**src/rtl/alu_cmd_sequencer.sv**
```systemverilog
// Accumulator-style command sequencer for a combinational ALU: accepts commands,
// holds the ALU inputs for SETTLE cycles, captures result/flags and returns them.
module alu_cmd_sequencer #(
  parameter int N      = 10,
  parameter int SETTLE = 1
) (
  input  logic         clk,
  input  logic         rst_n,
  input  logic         cmd_valid,
  output logic         cmd_ready,
  input  logic [2:0]   cmd_op,
  input  logic [N-1:0] cmd_operand,
  input  logic         cmd_load,
  input  logic         cmd_use_carry,
  output logic [N-1:0] alu_a,
  output logic [N-1:0] alu_b,
  output logic         alu_carry_in,
  output logic [2:0]   alu_select,
  input  logic [N-1:0] alu_result,
  input  logic         alu_n,
  input  logic         alu_c,
  input  logic         alu_v,
  input  logic         alu_z,
  output logic         rsp_valid,
  input  logic         rsp_ready,
  output logic [N-1:0] rsp_result,
  output logic [3:0]   rsp_flags,
  output logic [N-1:0] acc,
  output logic         busy
);

  // state | meaning
  // IDLE  | waiting for a command, cmd_ready high
  // EXEC  | ALU inputs held, settle counter running down to capture
  // RESP  | response presented, waiting for rsp_ready

  generate
    if (SETTLE < 1 || SETTLE > 15) begin : g_bad_settle
      $error("alu_cmd_sequencer: SETTLE must be in 1..15");
    end
  endgenerate

  localparam logic [3:0] SETTLE_M1 = 4'(SETTLE - 1);

  typedef enum logic [1:0] {
    IDLE = 2'd0,
    EXEC = 2'd1,
    RESP = 2'd2
  } state_t;

  state_t     state_q, state_d;
  logic [3:0] cnt_q;
  logic [3:0] flags_q;
  logic       accept;
  logic       capture;

  always_ff @(posedge clk or negedge rst_n) begin
    if (!rst_n) state_q <= IDLE;
    else        state_q <= state_d;
  end

  always_comb begin
    state_d   = state_q;
    cmd_ready = 1'b0;
    rsp_valid = 1'b0;
    accept    = 1'b0;
    capture   = 1'b0;
    case (state_q)
      IDLE: begin
        cmd_ready = 1'b1;
        if (cmd_valid) begin
          accept  = 1'b1;
          state_d = cmd_load ? RESP : EXEC;
        end
      end
      EXEC: begin
        if (cnt_q == 4'd0) begin
          capture = 1'b1;
          state_d = RESP;
        end
      end
      RESP: begin
        rsp_valid = 1'b1;
        if (rsp_ready) state_d = IDLE;
      end
      default: state_d = IDLE;
    endcase
  end

  assign busy = (state_q != IDLE);

  // ALU inputs move only on a non-load accept so the ALU sees stable operands
  always_ff @(posedge clk or negedge rst_n) begin
    if (!rst_n) begin
      alu_a        <= '0;
      alu_b        <= '0;
      alu_select   <= '0;
      alu_carry_in <= 1'b0;
      cnt_q        <= '0;
    end else if (accept && !cmd_load) begin
      alu_a        <= acc;
      alu_b        <= cmd_operand;
      alu_select   <= cmd_op;
      alu_carry_in <= cmd_use_carry & flags_q[2];
      cnt_q        <= SETTLE_M1;
    end else if (state_q == EXEC && cnt_q != 4'd0) begin
      cnt_q <= cnt_q - 4'd1;
    end
  end

  always_ff @(posedge clk or negedge rst_n) begin
    if (!rst_n) begin
      acc        <= '0;
      flags_q    <= '0;
      rsp_result <= '0;
      rsp_flags  <= '0;
    end else if (accept && cmd_load) begin
      acc        <= cmd_operand;
      rsp_result <= cmd_operand;
      rsp_flags  <= flags_q;
    end else if (capture) begin
      acc        <= alu_result;
      flags_q    <= {alu_n, alu_c, alu_v, alu_z};
      rsp_result <= alu_result;
      rsp_flags  <= {alu_n, alu_c, alu_v, alu_z};
    end
  end

endmodule

```
**config.mk**
```make
export PLATFORM = sky130hd
export DESIGN_NAME = alu_cmd_sequencer
export DESIGN_NICKNAME = d
export VERILOG_FILES = /design/src/rtl/alu_cmd_sequencer.sv
export SDC_FILE = /design/constraint.sdc
export NUM_CORES = 1
export LEC_CHECK = 0
export ABC_CLOCK_PERIOD_IN_PS = 2330
export BUFFER_PORTS_ARGS = -buffer_cell sky130_fd_sc_hd__buf_2
export CAP_MARGIN = 40
export CORE_ASPECT_RATIO = 1.1
export CORE_MARGIN = 5
export CORE_UTILIZATION = 48
export CTS_CLUSTER_SIZE = 20
export DETAILED_ROUTE_END_ITERATION = 8
export PLACE_DENSITY = 0.79
export SETUP_SLACK_MARGIN = 0.5
export SLEW_MARGIN = 20
export SYNTH_ARGS = -nofsm -noshare
export SYNTH_HDL_FRONTEND = slang
export SYNTH_SLANG_ARGS = --single-unit
```
**constraint.sdc**
```tcl
create_clock -name clk -period 2.33 [get_ports clk]
set_clock_uncertainty 0.15 [all_clocks]
set_input_delay 0.466 -clock clk [delete_from_list [all_inputs] [get_ports clk]]
set_output_delay 0.466 -clock clk [all_outputs]
set_load 0.03 [all_outputs]
```
==> results.yml <==
floorplan:
  die-area_um2: 5840
  start_util_pct: 49.4
  std_cell_rows: 25
  die_w_um: 73.3
  coreArea_um2: 4290
  io_pins: 84
  die_h_um: 79.7
clock_network:
  cts_inserted_buffers: 5
  cts_tree: "yes"
  root_buffer: "clkbuf_8"
  htreeDepth: 2
  cts_sinks: 48
  clkLatencyLatePin_ns: 0.30
  cts.path.max_buffers: 2
  clk_pin_slew_worst_paths_ns: 0.09
sta:
  setup_viol: 0
  timing_worst_slew_pin_value_ns: 0.421
  fin_crit_ns: 1.83
  finalSetupTns_ns: 0
  slew_headroom_pct: 71.9
  finalHoldViolCount: 0
  slew_violations: 0
  finalCritPeriodShare_pct: 78.5
  max_freq_mhz: 547
  rsz0062_at_grt: "yes"
setup_path:
  worstSetupPathType: "register to register"
  max_stage_delay_ns: 0.43
  regToRegStartpoint: "cnt_q[1]"
  critPathLaunchType: "register"
  startpoint: "cnt_q[1]"
  critPathRequiredTime_ns: 2.37
  path_max_fanout: 5
  cp.buffers_inverters: 1
  cp_top_family: "simple AND/OR/NAND/NOR gates"
  crit_arrival_ns: 1.87
  cp-end-kind: "register"
  cp_slowest_cell: "or3b_4"
  path_cells: "inv_2 > ha_4 > or3b_4 > nor2_8 > mux2_4"
drt:
  post-route-drc-count: 0
  ant_nets: 0
  viasPerCell: 5.11
  drt_iter0_drc: 90
  routed_wl_mm: 5.37
  drt-pass1-iter-count: 4
  highest_layer: "met4"
  dr_wl_met3_um: 425
  dr_wl_met2_mm: 2.75
  wl_met1_mm: 2.14
  wire_per_inst_um: 15.4
  via_count: 1780
global_route:
  first_global_vias: 1745
  grt_antenna_before_repair: 0
  grt_max_degree: 30
  grt_first_pass_wirelength_mm: 8.13
  grt_overflow: 0
  grt.total_usage_pct: 18.1
synthesis:
  post-synth-top-area-cell: "dfrtp_1"
  synthTopCellsByArea: "dfrtp_1 57%, nand2_1 13%, a221o_1 6.6%"
  syn-num-nets: 237
  avgSynthCellArea_um2: 10.5
  synth.distinct_cells: 27
  ys_ff_latch: 48
  syn-instance-count: 202
  netlist.area_leader.share_pct: 56.7
  synth_warnings: 0
  seq_area_frac_synth_pct: 56.7
  syn_area_um2: 2120
cells_and_area:
  n_antenna_cell: 0
  fin_nets: 328
  fin_area_um2: 2760
  syn2layout_area_growth_pct: 30.4
  drive_gt1_share_pct: 41.2
placed_design:
  dp_hpwl_mm: 3.66
  port_buffers: 83
  placed_cell_area_um2: 2510
  gp_congestion: 0.787
min_path:
  min_from: "cmd_op[1]"
  min_path_type: "primary input to register"
run:
  maxCapViolations: 0
power_and_ir_drop:
  power_leakage_nw: 1.53
  pwr_density_cell_nw_per_um2: 1610
  ir_drop_mv: 0.837
status:
  status: "completed"
power breakdown:
group | switching [mW] | internal, mW
logic | 1.56 | 0.860
clock network | 0.263 | 0.242
registers | 0.293 | 1.22
total | 2.12 | 2.33
sequential cells by signal, indices dropped and copies added, names as in the netlist:
| register | cells |
|---|---|
| rsp_flags | 4 |
| acc | 10 |
| cnt_q | 4 |
| alu_carry_in | 1 |
| alu_select | 3 |
| alu_b | 10 |
| state_q | 2 |
| flags_q | 4 |
| alu_a | 10 |
path summary, 6_finish.rpt:
kind	end	slack, ns	depth (start not counted)
min in group asynchronous	alu_a[3]	0.40	2
max in group asynchronous	state_q[0]	1.07	3
worst min-delay path	alu_select[1]	0.20	3
worst min register to register	alu_a[3]	0.32	2
worst max-delay path	flags_q[1]	0.50	5
worst max register to register	flags_q[1]	0.50	5
area by class of cell:
cell class | count | area, µm²
Timing Repair Buffer | 101 | 559
Multi-Input combinational cell | 132 | 823
Inverter | 5 | 18.8
Tap cell | 54 | 67.6
Sequential cell | 48 | 1200
Fill cell | 358 | 1520
Clock buffer | 8 | 90.1
tightest hold or removal path: stages:
cell and delay, ns:
buf_2 0.07, nand2_1 0.04, nand2_1 0.04
per-layer routing:
layer	track usage (%)	vias up
li1	-	845
met1	22.7	862
met2	28.9	67
met3	5.67	6
met4	7.07	0
met5	0	-
logic make-up after synthesis:
group | count (synthesis) | synth area share (%)
adder cells (fa/ha/maj) | 2 | 1.18
multiplexers | 6 | 3.07
flip-flops | 48 | 56.7
buffers and inverters | 23 | 7.09
AO/OA/AOI/OAI | 21 | 8.81
AND/OR/NAND/NOR | 102 | 23.1
placed cells by master (no fill, tap or decap), types with 2 or more instances in the layout:
master     n
inv_1      3
clkbuf_1   2
buf_2     82
nand3_1    2
inv_2      2
a221o_1   14
and2_0    14
buf_4     16
mux2i_1    2
dfrtp_1   47
nand2b_1   2
clkbuf_8   6
mux2_4     4
o211ai_1   2
o21ai_0    3
nand2_1   75
metrics by stage:
stage	power (mW)	setup slack [ns]	cells	util, %	hold slack, ns
after floorplan	3.17	0.519	202	-	0.0204
after global placement	3.67	0.376	326	58.7	0.188
after detailed placement	3.73	0.326	326	58.7	0.184
after CTS	4.31	0.505	340	62.2	0.195
after global routing	4.72	0.447	348	64.4	0.209
final	4.45	0.501	348	64.4	0.200
synthesized netlist by cell type:
cell,instances
nor4b_2,1
nand3_1,2
nor2_1,1
buf_6,2
a21o_1,1
nand2_1,75
or4b_1,1
nor2_8,1
nor4_1,1
mux2_2,4
a221o_1,14
o211ai_1,2
buf_4,12
buf_2,3
and4bb_2,1
nor2b_1,1
clkbuf_1,1
nor3b_2,1
dfrtp_1,48
ha_1,2
and2_0,14
o21ai_0,3
mux2i_1,2
or3b_4,1
inv_1,5
a21oi_2,1
nand2b_1,2
what timing repair did:
action | CTS | global route
pin swaps | 2 | 3
gates cloned | 0 | 2
buffers inserted | 5 | 6
resized for setup | 6 | 8
hold buffers | 1 | 0
hold endpoints to repair | 8 | 0
setup endpoints to repair | 14 | 20
Power figures use the tool's default switching activity.
